**config.mk**
```make
export PLATFORM = sky130hd
export DESIGN_NAME = cp0_intc
export DESIGN_NICKNAME = d
export VERILOG_FILES = /design/src/rtl/cp0_pkg.sv /design/src/rtl/cp0_status_stack.sv /design/src/rtl/cp0_intc.sv
export SDC_FILE = /design/constraint.sdc
export NUM_CORES = 1
export LEC_CHECK = 0
export CORE_UTILIZATION = 50
export CTS_BUF_LIST = sky130_fd_sc_hd__clkbuf_8
export CTS_CLUSTER_SIZE = 30
export DETAILED_ROUTE_END_ITERATION = 8
export GPL_TIMING_DRIVEN = 1
export PLACE_DENSITY = 0.77
export SLEW_MARGIN = 25
export SYNTH_ARGS = -nofsm -noshare
export SYNTH_HDL_FRONTEND = slang
export SYNTH_HIERARCHICAL = 1
export SYNTH_SLANG_ARGS = --single-unit
```
**constraint.sdc**
```tcl
create_clock -name clk -period 5 [get_ports clk]
set_clock_uncertainty 0.2 [all_clocks]
set_input_delay 1 -clock clk [delete_from_list [all_inputs] [get_ports clk]]
set_output_delay 1 -clock clk [all_outputs]
set_load 0.05 [all_outputs]
```
**src/rtl/cp0_pkg.sv**
```systemverilog
// Shared constants for the coprocessor-0 interrupt/exception block:
// register numbers, STATUS/CAUSE field positions and ExcCode values.
package cp0_pkg;

    // CP0 register numbers
    localparam logic [4:0] REG_COUNT   = 5'd9;
    localparam logic [4:0] REG_COMPARE = 5'd11;
    localparam logic [4:0] REG_STATUS  = 5'd12;
    localparam logic [4:0] REG_CAUSE   = 5'd13;
    localparam logic [4:0] REG_EPC     = 5'd14;

    // STATUS field positions
    localparam int ST_IE     = 0;
    localparam int ST_EXL    = 1;
    localparam int ST_IM_LO  = 8;
    localparam int ST_IM_HI  = 15;

    // CAUSE field positions
    localparam int CA_EXC_LO = 2;
    localparam int CA_EXC_HI = 6;
    localparam int CA_IP_LO  = 8;
    localparam int CA_IP_HI  = 15;

    // Exception codes written into CAUSE.ExcCode
    typedef enum logic [4:0] {
        EXC_INT = 5'd0,
        EXC_SYS = 5'd8,
        EXC_BP  = 5'd9,
        EXC_OV  = 5'd12,
        EXC_TEQ = 5'd13
    } exc_code_e;

    // Default handler entry address
    localparam logic [31:0] EXC_VECTOR_DEF = 32'h0040_0004;

endpackage

```
**src/rtl/cp0_status_stack.sv**
```systemverilog
// LIFO of saved STATUS words for nested exceptions. Push is ignored when
// full and pop is ignored when empty; top is only meaningful when not empty.
// Reset discards the contents by clearing the depth counter.
module cp0_status_stack #(
    parameter int STACK_DEPTH = 4
) (
    input  logic        clk,
    input  logic        rst,
    input  logic        push,
    input  logic        pop,
    input  logic [31:0] din,
    output logic [31:0] top,
    output logic        full,
    output logic        empty
);

    localparam int PW = $clog2(STACK_DEPTH);

    logic [31:0] mem [STACK_DEPTH];
    logic [PW:0] depth;
    logic [PW-1:0] wr_idx;
    logic [PW-1:0] top_idx;

    assign full    = (depth == (PW+1)'(STACK_DEPTH));
    assign empty   = (depth == '0);
    assign wr_idx  = depth[PW-1:0];
    assign top_idx = wr_idx - PW'(1);
    assign top     = mem[top_idx];

    // Occupancy counter: the only state that reset needs to clear
    always_ff @(posedge clk or posedge rst) begin
        if (rst) begin
            depth <= '0;
        end else if (push && !full) begin
            depth <= depth + (PW+1)'(1);
        end else if (pop && !empty) begin
            depth <= depth - (PW+1)'(1);
        end
    end

    // Storage array, written at the current depth on a successful push
    always_ff @(posedge clk) begin
        if (push && !full) begin
            mem[wr_idx] <= din;
        end
    end

endmodule

```
**src/rtl/cp0_intc.sv**
```systemverilog
// Coprocessor 0: STATUS/CAUSE/EPC, COUNT/COMPARE timer, external interrupt
// sampling and a STATUS save stack for nested exceptions. Per-cycle update
// priority is exception > eret > mtc0.
module cp0_intc
    import cp0_pkg::*;
#(
    parameter int          NUM_IRQ     = 5,
    parameter int          STACK_DEPTH = 4,
    parameter logic [31:0] EXC_VECTOR  = EXC_VECTOR_DEF,
    parameter logic [31:0] STATUS_RST  = 32'h0000_FF01
) (
    input  logic               clk,
    input  logic               rst,
    input  logic               mfc0,
    input  logic               mtc0,
    input  logic [4:0]         addr,
    input  logic [31:0]        wdata,
    input  logic [31:0]        pc,
    input  logic               exception,
    input  logic [4:0]         cause,
    input  logic               eret,
    input  logic [NUM_IRQ-1:0] irq,
    output logic [31:0]        rdata,
    output logic [31:0]        status,
    output logic [31:0]        epc_out,
    output logic               int_req,
    output logic               nest_ovf
);

    logic [31:0]        status_q;
    logic [31:0]        epc_q;
    logic [31:0]        count_q;
    logic [31:0]        compare_q;
    logic [4:0]         exc_q;
    logic               timer_q;
    logic [NUM_IRQ-1:0] irq_q;
    logic               ovf_q;

    logic [31:0] stack_top;
    logic        stack_full;
    logic        stack_empty;
    logic        stack_push;
    logic        stack_pop;

    logic        wr_en;
    logic        wr_count;
    logic        wr_compare;
    logic [7:0]  ip;
    logic [31:0] cause_word;

    // mtc0 only lands when neither exception nor eret claims the cycle
    assign wr_en      = mtc0 & ~exception & ~eret;
    assign wr_count   = wr_en & (addr == REG_COUNT);
    assign wr_compare = wr_en & (addr == REG_COMPARE);

    assign stack_push = exception & ~stack_full;
    assign stack_pop  = eret & ~exception & ~stack_empty;

    cp0_status_stack #(
        .STACK_DEPTH (STACK_DEPTH)
    ) u_stack (
        .clk   (clk),
        .rst   (rst),
        .push  (stack_push),
        .pop   (stack_pop),
        .din   (status_q),
        .top   (stack_top),
        .full  (stack_full),
        .empty (stack_empty)
    );

    // Pending-interrupt byte: timer in IP7, external lines from IP0 upward
    always_comb begin
        ip              = '0;
        ip[NUM_IRQ-1:0] = irq_q;
        ip[7]           = timer_q;
    end

    assign cause_word = {16'h0000, ip, 1'b0, exc_q, 2'b00};

    // Exception entry / return and software writes to STATUS, CAUSE, EPC
    always_ff @(posedge clk or posedge rst) begin
        if (rst) begin
            status_q <= STATUS_RST;
            epc_q    <= '0;
            exc_q    <= '0;
            ovf_q    <= 1'b0;
        end else if (exception) begin
            epc_q            <= pc;
            exc_q            <= cause;
            status_q[ST_IE]  <= 1'b0;
            status_q[ST_EXL] <= 1'b1;
            if (stack_full) begin
                ovf_q <= 1'b1;
            end
        end else if (eret) begin
            if (!stack_empty) begin
                status_q <= stack_top;
            end
        end else if (mtc0) begin
            case (addr)
                REG_STATUS: status_q <= wdata;
                REG_CAUSE:  exc_q    <= wdata[CA_EXC_HI:CA_EXC_LO];
                REG_EPC:    epc_q    <= wdata;
                default:    ;
            endcase
        end
    end

    // Free-running counter, compare match flag and external line sampling
    always_ff @(posedge clk or posedge rst) begin
        if (rst) begin
            count_q   <= '0;
            compare_q <= 32'hFFFF_FFFF;
            timer_q   <= 1'b0;
            irq_q     <= '0;
        end else begin
            count_q <= wr_count ? wdata : count_q + 32'd1;
            if (wr_compare) begin
                compare_q <= wdata;
                timer_q   <= 1'b0;
            end else if (count_q == compare_q) begin
                timer_q <= 1'b1;
            end
            irq_q <= irq;
        end
    end

    // mfc0 read mux; unmapped registers read as zero
    always_comb begin
        rdata = '0;
        if (mfc0) begin
            case (addr)
                REG_COUNT:   rdata = count_q;
                REG_COMPARE: rdata = compare_q;
                REG_STATUS:  rdata = status_q;
                REG_CAUSE:   rdata = cause_word;
                REG_EPC:     rdata = epc_q;
                default:     rdata = '0;
            endcase
        end
    end

    assign status   = status_q;
    assign nest_ovf = ovf_q;
    assign epc_out  = eret ? epc_q : EXC_VECTOR;
    assign int_req  = status_q[ST_IE] & ~status_q[ST_EXL]
                    & |(ip & status_q[ST_IM_HI:ST_IM_LO]);

endmodule
```
======== Yosys cells after proc, flatten, opt, wreduce, memory -nomap -nowiden ========
Memories as Yosys holds them, arrays and structs flattened.
Index checks and enable logic that the tools add are counted.
storage, ports and cells
  latch bits .............................. 0
  ROM bits ................................ 0
  bits in writable memories ............... 128
  bits of input ports ..................... 85
  register bits after elaboration ......... 143
  memories ................................ 1
  word-level logic and storage cells ...... 83
memory list
  name         words  width  rd ports  clocked after memory_dff  wr ports  line                    source
  u_stack.mem  4      32     1         0                         1         cp0_status_stack.sv:19  logic [31:0] mem [STACK_DEPTH];
cells by class
  bitwise logic cells ..................... 15
  order comparisons ....................... 0
  eq/ne operators ......................... 10
  multiplexer cells ....................... 23
  div/mod/pow operators ................... 0
  shifts and indexed selects .............. 0
  reduce and logical (&&, ||, !) cells .... 20
  add/subtract/negate cells ............... 4
  multiply operators ...................... 0
operator list
  operator                 number
  $mux W32                 11
  $pmux W32 S5             1
  $add A32 B1 Y32 const B  1
  $eq A32 B32 Y1           1
  $eq A5 B4 Y1 const B     5
  $mux W5                  4
  $reduce_bool A2 Y1       7
  $and A1 B1 Y1            9
  $reduce_and A3 Y1        3
  $and A8 B8 Y8            1
  $reduce_or A8 Y1         1
  $mux W3                  2
  $reduce_bool A3 Y1       2
  $not A1 Y1               5
  $mux W1                  4
  $ne A2 B2 Y1 const B     2
  $reduce_and A4 Y1        1
  $add A3 B1 Y3 const B    1
  $eq A3 B3 Y1 const B     1
  $logic_not A3 Y1         1
  $ne A3 B3 Y1 const B     1
  $sub A3 B1 Y3 const B    1
  $logic_and A1 B1 Y1      2
  $logic_not A1 Y1         2
  3 further kinds          3

======== Longest topological paths before layout ========
  depth after elaboration ................. 6
  mapped depth ............................ 13
  gate-level depth less buffers ........... 11

======== By module ========
Netlist, hierarchy kept.
by module, submodules not included
  module            cells each  area each (um2)  times used  seq. area each (um2)
  cp0_intc          785         8099.0           1           3554.7
  cp0_status_stack  208         4996.0           1           3918.8

======== Least setup slack after synthesis ========
No wires, ideal clock.
  path type ............................... input -> output
  start point ............................. input addr[2]
  end point ............................... output rdata[10]
  required time ........................... 3.800 ns
  path slack .............................. 1.032 ns
  stages .................................. 6
  buffers on the path ..................... 2
  arrival ................................. 2.768 ns
  path through ............................ nor3b_1 -> and3_1 -> clkbuf_1 -> clkbuf_1 -> a22oi_1 -> a21oi_1
on the way
  cells in the longest elaborated chain, start to end .. 3
  elaborated cells between the ends (all ways) .. 7
  classes of those cells .................. eq/ne (5); mux (2)
RTL lines
  element             line             source
  start: declaration  cp0_intc.sv:16   input logic [4:0] addr,
  $eq A5 B4 Y1        cp0_intc.sv:133  case (addr)
  $pmux W32 S5 (*)    cp0_intc.sv:133
  $mux W32 (*)        cp0_intc.sv:132  if (mfc0) begin
  end: declaration    cp0_intc.sv:23   output logic [31:0] rdata,
Mark *: on every way between the ends. The rest lies on a longest branch, timed or not.

======== Final worst setup path ========
  start point ............................. input addr[1]
  end point ............................... output rdata[18]
The elaborated chain is that of the path after synthesis.

==> impl_metrics.ini <==
[synth]
yosys_warnings = 6
yosys.area_share.adder = 0.005733
yosysUniqueCellTypes = 49
synth_nets = 1084
synthArstFlopShare = 0.5277
syn_area_um2 = 13100
synth-compound-area-share = 0.07319
syn_avg_cell_area_um2 = 13.19
ys_seq_elements = 271
synthFlopType = edfxtp_1
synth-seq-area-share = 0.5707
synth-xor-area-share = 0.04281
synthesis.instances = 993
synth_top_family_by_area = multiplexers
synthSimpleGateAreaFrac = 0.09411
synth_edf_count = 128
synthMuxAreaShare = 0.1802

[critical_path]
crit_required_ns = 3.80
worstSetupStartpointType = primary input
path_class = primary input to primary output
r2r_slack_ns = 1.75
worstSetupEndpointType = primary output
cp.arrival_ns = 3.02
crit_path_max_fanout = 30

[clocking]
cts_setup_buffers = 0
hold_buffers = 0
clkLatencyLatePin_ns = 0.57
clk_pin_slew_ns = 0.06
cts_buffers = 44
root_buffer = clkbuf_8
clk_path_buf_depth = 3
htree_levels = 2
cts_tree = built
cts.sinks = 271
cts_resized = 0

[place]
place_ws_ns = 0.8040
io_buffers = 182
hpwl_um = 25950
dpl_cell_area_um2 = 15480
gp_congestion = 0.9286

[routing]
drc = 0
initialDrtViolationCount = 1116
routed_wl_um = 38060
wl_per_cell_um = 24.75
ant_nets = 0
drt-pass1-iter-count = 9
vias = 9299
viasPerCell = 6.046

[global_routing]
globalRouteMet1Util = 0.4031
grt.met2_usage = 0.4584
grt_util_all_layers = 0.2901
grt.met3_usage = 0.05556
first_global_vias = 9191
busiest_layer = met2
grt_pass1_wl_um = 57040
grt_overflow = 0
grt_max_degree = 86
grt_antenna_before_repair = 0

[layout]
final_cell_area_um2 = 16300
final_common_cell = clkdlybuf4s50_1
area_growth_pct = 24.48
drive_above_1_share = 0.2740
finish.net_count = 1263
diodes = 0
layout_common_cells = clkdlybuf4s50_1 (147), edfxtp_1 (128), mux2_2 (125), dfrtp_1 (101), nand2_1 (67)
fillers = 1880

[timing]
setup_violations = 0
worst_pin_slew_ns = 0.9214
period_minus_slack_ns = 4.223
worst_slack_ns = 0.7774
fmax_ghz = 0.2368
rsz0062_at_grt = no
period_share = 0.8445
fin_tns_setup_ns = 0
slew_viol_final = 0
max-slew-margin-rel = 0.3858
holdWs_ns = 0.2739
hold_viol = 0

[power]
comb_power_share = 0.338
p_clk_frac = 0.221
leakage_nw = 5.992
power.density_nw_per_um2 = 503.7
switchingPower_w = 0.003011
ir_drop_uv = 319.9
p_int_w = 0.005199
swShare = 0.3668
seq_power_share = 0.441

[floorplanning]
pin_count = 183
core_area_um2 = 25400
die_h_um = 163.8
chipWidth_um = 163.8
initial_core_util = 0.5156
dieArea_um2 = 26840
row_count = 58

[min_path]
min_path_type = register to register

[run]
max-cap-violations = 0

[status]
outcome = finished clean
[power by group through the flow]
stage	registers [W]	logic, W	clock network, W
after global routing	0.00369	0.00291	0.00192
final	0.00362	0.00278	0.00181
after detailed placement	0.00365	0.00276	0
after global placement	0.00361	0.00271	0
after floorplan	0.00386	0.00159	0
after CTS	0.00361	0.00278	0.00183
[synthesized netlist by cell type, types with 23 or more instances]
| cell type | n | area, µm² |
|---|---|---|
| xnor2_1 | 56 | 490.5 |
| dfstp_2 | 41 | 1077 |
| nand2_1 | 68 | 255.2 |
| a22oi_1 | 42 | 315.3 |
| a21oi_1 | 46 | 230.2 |
| o21ai_0 | 23 | 115.1 |
| mux4_2 | 29 | 653.1 |
| and2_1 | 33 | 206.5 |
| dfrtp_1 | 102 | 2552 |
| edfxtp_1 | 128 | 3844 |
| mux2_2 | 125 | 1408 |
| clkbuf_1 | 51 | 191.4 |
| nor2_1 | 65 | 244.0 |
[per-stage QoR]
stage / utilization / std cells / power [W]
after floorplan: - / 993 / 0.005446
after global placement: 0.6096 / 1456 / 0.006319
after detailed placement: 0.6096 / 1456 / 0.006412
after CTS: 0.6418 / 1538 / 0.008217
after global routing: 0.6418 / 1538 / 0.008524
final: 0.6418 / 1538 / 0.008210
[worst paths after layout]
kind                                        from            endpoint  cells past startpoint
worst max register to register  u_stack/depth[1]  u_stack/mem[3][30]                      7
max in group asynchronous                    rst        compare_q[5]                      3
worst min register to register          nest_ovf            nest_ovf                      1
worst min-delay path                    nest_ovf            nest_ovf                      1
min in group asynchronous                    rst    u_stack/depth[2]                      2
worst max-delay path                     addr[1]           rdata[18]                      6
[cell families (layout without fill, tap and decap cells)]
kind of cell             Yosys count  count (layout)
AO/OA/AOI/OAI                    143             143
XOR/XNOR                          64              64
adder cells (fa/ha/maj)            6               6
buffers and inverters             90             305
flip-flops                       271             271
multiplexers                     179             179
AND/OR/NAND/NOR                  240             240
[cell type report]
cell class | count | area [µm²] | share of cell area
clock buffer | 46 | 633.1 | 0.03884
timing repair buffer | 206 | 2307 | 0.1415
multi-input combinational | 632 | 5219 | 0.3202
inverter | 17 | 68.82 | 0.004222
clock inverter | 36 | 185.2 | 0.01136
sequential | 271 | 7475 | 0.4586
tap | 330 | 412.9 | 0.02533
[layer usage]
metal / up-vias / part of all wire
li1: 4037 / -
met1: 4723 / 0.40
met2: 449 / 0.48
met3: 90 / 0.087
met4: 0 / 0.033
met5: - / 0
[registers in the layout, indices dropped and copies added (netlist names)]
signal / cells
u_stack/depth: 3
epc_q: 32
status: 32
timer_q: 1
count_q: 32
u_stack/mem: 128
exc_q: 5
nest_ovf: 1
irq_q: 5
compare_q: 32
[worst max-delay path, cell delays in order]
cell and delay [ns]:
buf_2 0.21, buf_4 0.47, mux2_2 0.44, a222oi_1 0.52, nor2_1 0.15, buf_12 0.18
Power figures use the tool's default switching activity.
